File: src/rtl/uart_cmd_rsp.sv
// 8N1 UART front end: assembles 3-byte commands from RX and transmits single response bytes on TX.
// RX and TX paths are fully independent.
module uart_cmd_rsp #(
  parameter int unsigned BAUD_DIV = 4340,
  parameter int unsigned TO_BITS  = 32
) (
  input  logic        clk,
  input  logic        rst,
  input  logic        RX,
  output logic        TX,
  output logic [23:0] cmd,
  output logic        cmd_rdy,
  input  logic        clr_cmd_rdy,
  input  logic [7:0]  resp,
  input  logic        send_resp,
  output logic        resp_sent,
  output logic        tx_busy,
  output logic        frm_err
);

  localparam int unsigned CntW     = $clog2(BAUD_DIV);
  localparam int unsigned ToCycles = TO_BITS * BAUD_DIV;
  localparam int unsigned ToW      = $clog2(ToCycles);
  localparam logic [CntW-1:0] BitLoad  = CntW'(BAUD_DIV - 1);
  localparam logic [CntW-1:0] HalfLoad = CntW'(BAUD_DIV / 2 - 1);
  localparam logic [ToW-1:0]  ToLoad   = ToW'(ToCycles - 1);

  typedef enum logic [1:0] {StRxIdle, StRxStart, StRxData, StRxStop} rx_state_e;
  typedef enum logic {StTxIdle, StTxXmit} tx_state_e;

  // rx_s3_q is the previous synchronized sample, used only for falling-edge detection.
  logic            rx_s1_q, rx_s2_q, rx_s3_q;
  rx_state_e       rx_state_q, rx_state_d;
  logic [CntW-1:0] rx_cnt_q, rx_cnt_d;
  logic [2:0]      rx_bit_q, rx_bit_d;
  logic [7:0]      rx_shift_q, rx_shift_d;
  logic [1:0]      byte_cnt_q, byte_cnt_d;
  logic [15:0]     shadow_q, shadow_d;
  logic [23:0]     cmd_q, cmd_d;
  logic            cmd_rdy_q, cmd_rdy_d;
  logic            frm_err_q, frm_err_d;
  logic [ToW-1:0]  to_cnt_q, to_cnt_d;

  tx_state_e       tx_state_q, tx_state_d;
  logic [CntW-1:0] tx_cnt_q, tx_cnt_d;
  logic [3:0]      tx_bit_q, tx_bit_d;
  logic [9:0]      tx_shift_q, tx_shift_d;
  logic            resp_sent_q, resp_sent_d;

  always_comb begin
    rx_state_d = rx_state_q;
    rx_cnt_d   = rx_cnt_q;
    rx_bit_d   = rx_bit_q;
    rx_shift_d = rx_shift_q;
    byte_cnt_d = byte_cnt_q;
    shadow_d   = shadow_q;
    cmd_d      = cmd_q;
    cmd_rdy_d  = cmd_rdy_q;
    frm_err_d  = 1'b0;
    to_cnt_d   = to_cnt_q;
    if (clr_cmd_rdy) cmd_rdy_d = 1'b0;
    case (rx_state_q)
      StRxIdle: begin
        if (rx_s3_q && !rx_s2_q) begin
          rx_state_d = StRxStart;
          rx_cnt_d   = HalfLoad;
          if (byte_cnt_q == 2'd0) cmd_rdy_d = 1'b0;
        end else if (byte_cnt_q != 2'd0) begin
          // Inter-byte timeout drops a partially received command.
          if (to_cnt_q == '0) byte_cnt_d = 2'd0;
          else                to_cnt_d   = to_cnt_q - ToW'(1);
        end
      end
      StRxStart: begin
        if (rx_cnt_q == '0) begin
          if (!rx_s2_q) begin
            rx_state_d = StRxData;
            rx_cnt_d   = BitLoad;
            rx_bit_d   = 3'd0;
          end else begin
            rx_state_d = StRxIdle;
          end
        end else begin
          rx_cnt_d = rx_cnt_q - CntW'(1);
        end
      end
      StRxData: begin
        if (rx_cnt_q == '0) begin
          rx_shift_d = {rx_s2_q, rx_shift_q[7:1]};
          rx_cnt_d   = BitLoad;
          if (rx_bit_q == 3'd7) rx_state_d = StRxStop;
          else                  rx_bit_d   = rx_bit_q + 3'd1;
        end else begin
          rx_cnt_d = rx_cnt_q - CntW'(1);
        end
      end
      StRxStop: begin
        if (rx_cnt_q == '0) begin
          rx_state_d = StRxIdle;
          if (rx_s2_q) begin
            to_cnt_d = ToLoad;
            unique case (byte_cnt_q)
              2'd0: begin
                shadow_d[15:8] = rx_shift_q;
                byte_cnt_d     = 2'd1;
              end
              2'd1: begin
                shadow_d[7:0] = rx_shift_q;
                byte_cnt_d    = 2'd2;
              end
              default: begin
                cmd_d      = {shadow_q, rx_shift_q};
                cmd_rdy_d  = 1'b1;
                byte_cnt_d = 2'd0;
              end
            endcase
          end else begin
            frm_err_d  = 1'b1;
            byte_cnt_d = 2'd0;
          end
        end else begin
          rx_cnt_d = rx_cnt_q - CntW'(1);
        end
      end
      default: rx_state_d = StRxIdle;
    endcase
  end

  // TX idles with an all-ones shift register so TX comes straight from a flop.
  always_comb begin
    tx_state_d  = tx_state_q;
    tx_cnt_d    = tx_cnt_q;
    tx_bit_d    = tx_bit_q;
    tx_shift_d  = tx_shift_q;
    resp_sent_d = resp_sent_q;
    case (tx_state_q)
      StTxIdle: begin
        if (send_resp) begin
          tx_state_d  = StTxXmit;
          tx_shift_d  = {1'b1, resp, 1'b0};
          tx_cnt_d    = BitLoad;
          tx_bit_d    = 4'd0;
          resp_sent_d = 1'b0;
        end
      end
      StTxXmit: begin
        if (tx_cnt_q == '0) begin
          tx_cnt_d = BitLoad;
          if (tx_bit_q == 4'd9) begin
            tx_state_d  = StTxIdle;
            tx_shift_d  = '1;
            resp_sent_d = 1'b1;
          end else begin
            tx_shift_d = {1'b1, tx_shift_q[9:1]};
            tx_bit_d   = tx_bit_q + 4'd1;
          end
        end else begin
          tx_cnt_d = tx_cnt_q - CntW'(1);
        end
      end
      default: tx_state_d = StTxIdle;
    endcase
  end

  always_ff @(posedge clk) begin
    if (rst) begin
      rx_s1_q     <= 1'b1;
      rx_s2_q     <= 1'b1;
      rx_s3_q     <= 1'b1;
      rx_state_q  <= StRxIdle;
      rx_cnt_q    <= '0;
      rx_bit_q    <= 3'd0;
      rx_shift_q  <= 8'd0;
      byte_cnt_q  <= 2'd0;
      shadow_q    <= 16'd0;
      cmd_q       <= 24'd0;
      cmd_rdy_q   <= 1'b0;
      frm_err_q   <= 1'b0;
      to_cnt_q    <= '0;
      tx_state_q  <= StTxIdle;
      tx_cnt_q    <= '0;
      tx_bit_q    <= 4'd0;
      tx_shift_q  <= '1;
      resp_sent_q <= 1'b0;
    end else begin
      rx_s1_q     <= RX;
      rx_s2_q     <= rx_s1_q;
      rx_s3_q     <= rx_s2_q;
      rx_state_q  <= rx_state_d;
      rx_cnt_q    <= rx_cnt_d;
      rx_bit_q    <= rx_bit_d;
      rx_shift_q  <= rx_shift_d;
      byte_cnt_q  <= byte_cnt_d;
      shadow_q    <= shadow_d;
      cmd_q       <= cmd_d;
      cmd_rdy_q   <= cmd_rdy_d;
      frm_err_q   <= frm_err_d;
      to_cnt_q    <= to_cnt_d;
      tx_state_q  <= tx_state_d;
      tx_cnt_q    <= tx_cnt_d;
      tx_bit_q    <= tx_bit_d;
      tx_shift_q  <= tx_shift_d;
      resp_sent_q <= resp_sent_d;
    end
  end

  assign TX        = tx_shift_q[0];
  assign tx_busy   = (tx_state_q == StTxXmit);
  assign cmd       = cmd_q;
  assign cmd_rdy   = cmd_rdy_q;
  assign resp_sent = resp_sent_q;
  assign frm_err   = frm_err_q;

endmodule

File: config.mk
export PLATFORM = sky130hd
export DESIGN_NAME = uart_cmd_rsp
export DESIGN_NICKNAME = d
export VERILOG_FILES = /design/src/rtl/uart_cmd_rsp.sv
export SDC_FILE = /design/constraint.sdc
export NUM_CORES = 1
export LEC_CHECK = 0
export CAP_MARGIN = 20
export CORE_ASPECT_RATIO = 1.5
export CORE_MARGIN = 2
export CORE_UTILIZATION = 50
export CTS_BUF_LIST = sky130_fd_sc_hd__clkbuf_4
export DETAILED_ROUTE_END_ITERATION = 6
export PLACE_DENSITY = 0.79
export SYNTH_ARGS = -nofsm -noshare
export SYNTH_HDL_FRONTEND = slang
export SYNTH_SLANG_ARGS = --single-unit
File: constraint.sdc
create_clock -name clk -period 3.7 [get_ports clk]
set_input_delay 0.74 -clock clk [delete_from_list [all_inputs] [get_ports clk]]
set_output_delay 0.74 -clock clk [all_outputs]
set_load 0.005 [all_outputs]
* After elaboration in Yosys (flattened, before gate mapping)
Index checks and enable logic that the tools add are counted.
Word-level totals: bits in registers 120, bits of input ports 13, output and inout bits 29
Cells by class: add/subtract/negate cells 5, equality and inequality tests 24, muxes and demuxes 58, bitwise operators 4, reductions and logical operators 24
Operators by type and width (count):
- two-way mux 13 bit | 7
- two-way mux 18 bit | 5
- case mux 13 bit (4 select lines) | 1
- case mux 18 bit (2 select lines) | 1
- inequality test 2 bit (second input constant) | 15
- zero test 13 bit | 2
- case mux 13 bit (2 select lines) | 1
- subtractor 13 x 1 -> 13 bit (second input constant) | 2
- two-way mux 2 bit | 11
- two-way mux 10 bit | 2
- case mux 10 bit (2 select lines) | 1
- zero test 18 bit | 1
- subtractor 18 x 1 -> 18 bit (second input constant) | 1
- AND reduction 5 bit | 3
- two-way mux 1 bit | 13
- two-way mux 3 bit | 4
- two-way mux 4 bit | 3
- AND reduction 4 bit | 3
- two-way mux 9 bit | 1
- AND reduction 3 bit | 3
- case mux 2 bit (2 select lines) | 2
- case mux 2 bit (4 select lines) | 1
- case mux 4 bit (2 select lines) | 1
- case mux 1 bit (2 select lines) | 3
- 18 further kinds | 28

* Depth between registers and ports, before layout
depth after elaboration 6, mapped depth 9

* Least setup slack after synthesis
Ideal clock, no wire load.
path type register to register, from register rx_cnt_q[8], to register to_cnt_q[8], setup time 0.143 ns, arrival time 2.172 ns, data required time 3.557 ns, setup slack 1.385 ns, stages on the path, launching flop included 8, period minus slack after synthesis 2.315 ns, cells stage by stage dfxtp_1 or4_4 o41ai_4 o211ai_2 buf_6 clkbuf_1 o41ai_1 a21oi_1
On the way: word-level cells in the longest chain between the ends 3
RTL lines:
- from (decl) | line 34 | logic [CntW-1:0] rx_cnt_q, rx_cnt_d;
- from (signal assigned) | line 190 | rx_cnt_q <= rx_cnt_d;
- zero test 13 bit | line 98 | if (rx_cnt_q == '0) begin
- inequality test 2 bit (no source line)
- AND reduction 6 bit (no source line)
- to (signal assigned) | line 198 | to_cnt_q <= to_cnt_d;
- to (decl) | line 42 | logic [ToW-1:0] to_cnt_q, to_cnt_d;
No other way between the ends. A chain may end at the register's enable or synchronous reset.

* Worst setup path in the final report
from register rx_state_q[0], to register to_cnt_q[3]
On the way: word-level cells in the longest chain between the ends 3
RTL lines:
- from (decl) | line 33 | rx_state_e rx_state_q, rx_state_d;
- from (signal assigned) | line 170 | rx_state_q <= StRxIdle;
- from (signal assigned) | line 189 | rx_state_q <= rx_state_d;
- equality test 2 bit or zero test 2 bit (tied branches) | line 62 | case (rx_state_q)
- inequality test 2 bit (no source line) or nonzero test 2 bit (tied branches)
- AND reduction 6 bit (no source line)
Parallel ways exist; a longest one is shown, timed or not.

==> impl_metrics.toml <==
[clock_network]
post_cts_buffers = 0
cts.sinks = 119
cts_root_buffer = "clkbuf_4"
cts_buffers = 17
path_clk_slew_ns = 0.12
clk_path_buf_depth = 2
clk_latency_ns = 0.56
h-tree-depth = 4
cts_resized = 0
cts_tree = "built"
hold_buffers = 0

[route]
post_drt_wl_per_cell_um = 14.5
vias_per_cell = 5.80
wirelength_um = 12300
ant_nets = 0
vias = 4909
drc = 0
drt_iter0_drc = 344
dr.pass1.iters = 5

[global_route]
grt_max_degree = 70
antenna_found_initial = 1
grt_usage = 0.209
grt_pass1_vias = 4585
grt_pass1_wl_um = 20500
grt-ovfl-total = 0

[synthesis]
avgSynthCellArea_um2 = 8.42
yosysUniqueCellTypes = 61
yosysMostFrequentCell = "dfxtp_1"
syn_nets = 681
yosys_register_bits = 119
post-synth-top-area-fraction = 0.431
synthTopCellsByCount = "dfxtp_1 (119), nand2_1 (99), a21oi_1 (59)"
ys_seq_area_frac = 0.431
ys.flop_type = "dfxtp_1"
synthTopCellsByArea = "dfxtp_1 (43%), nand2_1 (6.7%), a21oi_1 (5.3%)"
synth_edf_count = 0
syn_inst = 656
synth_area_um2 = 5530
yosysWarnings = 0
yosysTopAreaCell = "dfxtp_1"
async_reset_ff_frac = 0

[floorplanning]
start_util = 0.508
num_rows = 47
die_w_um = 89.8
dieArea_um2 = 11900
ios = 42
placeableCoreArea_um2 = 10900
fp.dieH_um = 133

[critical_path]
required_ns = 4.17
critPathCaptureType = "flip-flop"
setup.worst_path.start_class = "flip-flop"
path_max_fanout = 24
criticalPathCategory = "flip-flop to flip-flop"
cp.arrival_ns = 3.26

[finish]
drive_above_1_share = 0.0901
syn2layout_area_growth_pct = 14.2
nets = 711

[pwr]
p_per_area_nw_per_um2 = 575
p_leak_nw = 2.45
ir_worst_vdd_mv = 0.264

[run]
maxCapViolations = 0

[place]
dp_hpwl_um = 8560
place.gp.congestion = 0.952
place_ws_ns = 0.507
port_buffers = 41

[timing]
rsz0062_at_grt = "no"
fin_setup_tns_ns = 0
fin_skew_ns = 0.0289
fmax_ghz = 0.359
slew_headroom = 0.404
period_share = 0.754
postLayoutSetupSlackWorst_ns = 0.911
tightestPinTransition_ns = 0.886
setup_violations = 0
period_needed_ns = 2.79
hold_violations = 0
slew_viol_final = 0

[run_status]
outcome = "completed"

[min_path]
hold_path_class = "flip-flop to flip-flop"
[cell families (layout without fill, tap and decap cells)]
logic type | Yosys count | after routing | synth area share
AND/OR/NAND/NOR | 263 | 263 | 0.236
other | 0 | 1 | 0
adder cells (fa/ha/maj) | 12 | 12 | 0.0272
buffers and inverters | 56 | 99 | 0.0405
multiplexers | 24 | 24 | 0.0437
XOR/XNOR | 8 | 8 | 0.0127
AO/OA/AOI/OAI | 174 | 174 | 0.209
flip-flops | 119 | 119 | 0.431
[power breakdown]
part / internal, mW / leakage, nW / switching (mW)
clock network: 0.427 / 0.163 / 0.569
registers: 1.38 / 0.967 / 0.103
logic: 0.415 / 1.32 / 0.742
total: 2.22 / 2.45 / 1.41
[cell type report]
| cell class | count | area [µm²] |
|---|---|---|
| antenna | 1 | 2.50 |
| clock buffer | 17 | 128 |
| clock inverter | 15 | 174 |
| fill | 958 | 4570 |
| inverter | 20 | 75.1 |
| multi-input combinational | 481 | 2920 |
| sequential | 119 | 2380 |
| tap | 147 | 184 |
| timing repair buffer | 47 | 448 |
[final timing paths]
kind | endpoint | slack, ns | startpoint | cells after the start
setup / recovery | to_cnt_q[3] | 0.91 | rx_state_q[0] | 7
hold / removal | rx_s2_q | 0.43 | rx_s1_q | 1
setup reg to reg | to_cnt_q[3] | 0.91 | rx_state_q[0] | 7
hold reg to reg | rx_s2_q | 0.43 | rx_s1_q | 1
[state kept, by name (all words and copies together), names as in the netlist, 2 cells and up, named ones only]
signal      flops
shadow_q       16
tx_shift_q      9
byte_cnt_q      2
to_cnt_q       18
rx_bit_q        3
rx_cnt_q       13
tx_bit_q        4
cmd            24
rx_shift_q      8
tx_cnt_q       13
[through the flow]
step	hold WS [ns]	area, µm²	total power [mW]	utilization	std cells
after floorplan	0.389	5530	2.39	-	656
after global placement	0.396	6000	2.59	0.552	813
after detailed placement	0.396	6000	2.64	0.552	813
after CTS	0.429	6310	3.63	0.580	845
after global routing	0.464	6310	3.85	0.580	847
final	0.429	6310	3.63	0.580	847
[placed cells by master, fill, tap and decap left out, types with 4 or more instances in the layout]
| cell type | Yosys | routed |
|---|---|---|
| or3_1 | 14 | 14 |
| clkdlybuf4s50_1 | 0 | 40 |
| inv_6 | 0 | 9 |
| o21ai_0 | 29 | 29 |
| a211oi_1 | 4 | 4 |
| xor2_1 | 6 | 6 |
| o211ai_1 | 10 | 10 |
| o41ai_1 | 5 | 5 |
| or2_2 | 10 | 10 |
| inv_1 | 20 | 20 |
| nor4_1 | 6 | 6 |
| nor2_1 | 56 | 56 |
| dfxtp_1 | 119 | 119 |
| nand2_1 | 99 | 99 |
| buf_4 | 0 | 5 |
| clkbuf_4 | 0 | 17 |
| nand3_1 | 16 | 16 |
| and3_1 | 5 | 5 |
| ha_1 | 12 | 12 |
| a21oi_1 | 59 | 59 |
| nor3_1 | 11 | 11 |
| a31oi_1 | 11 | 11 |
| a221oi_1 | 7 | 7 |
| a21o_1 | 5 | 5 |
| o31ai_1 | 11 | 11 |
| mux2i_1 | 23 | 23 |
| or4_1 | 13 | 13 |
| nand2b_1 | 8 | 8 |
[worst max-delay path, stage by stage, from the launching register on]
cell and delay (ns):
dfxtp_1 0.41, inv_1 0.10, ha_1 0.37, a21o_1 0.22
a221oi_1 0.41, o211ai_2 0.43, or4b_1 0.60, a31oi_1 0.17
[metal layers]
metal  part of all wire  global-route usage
met1               0.41               0.222
met5                  0                   0
met4              0.035               0.128
met3              0.039              0.0490
met2               0.52               0.373
No activity file was read; power rests on OpenSTA's default activity.
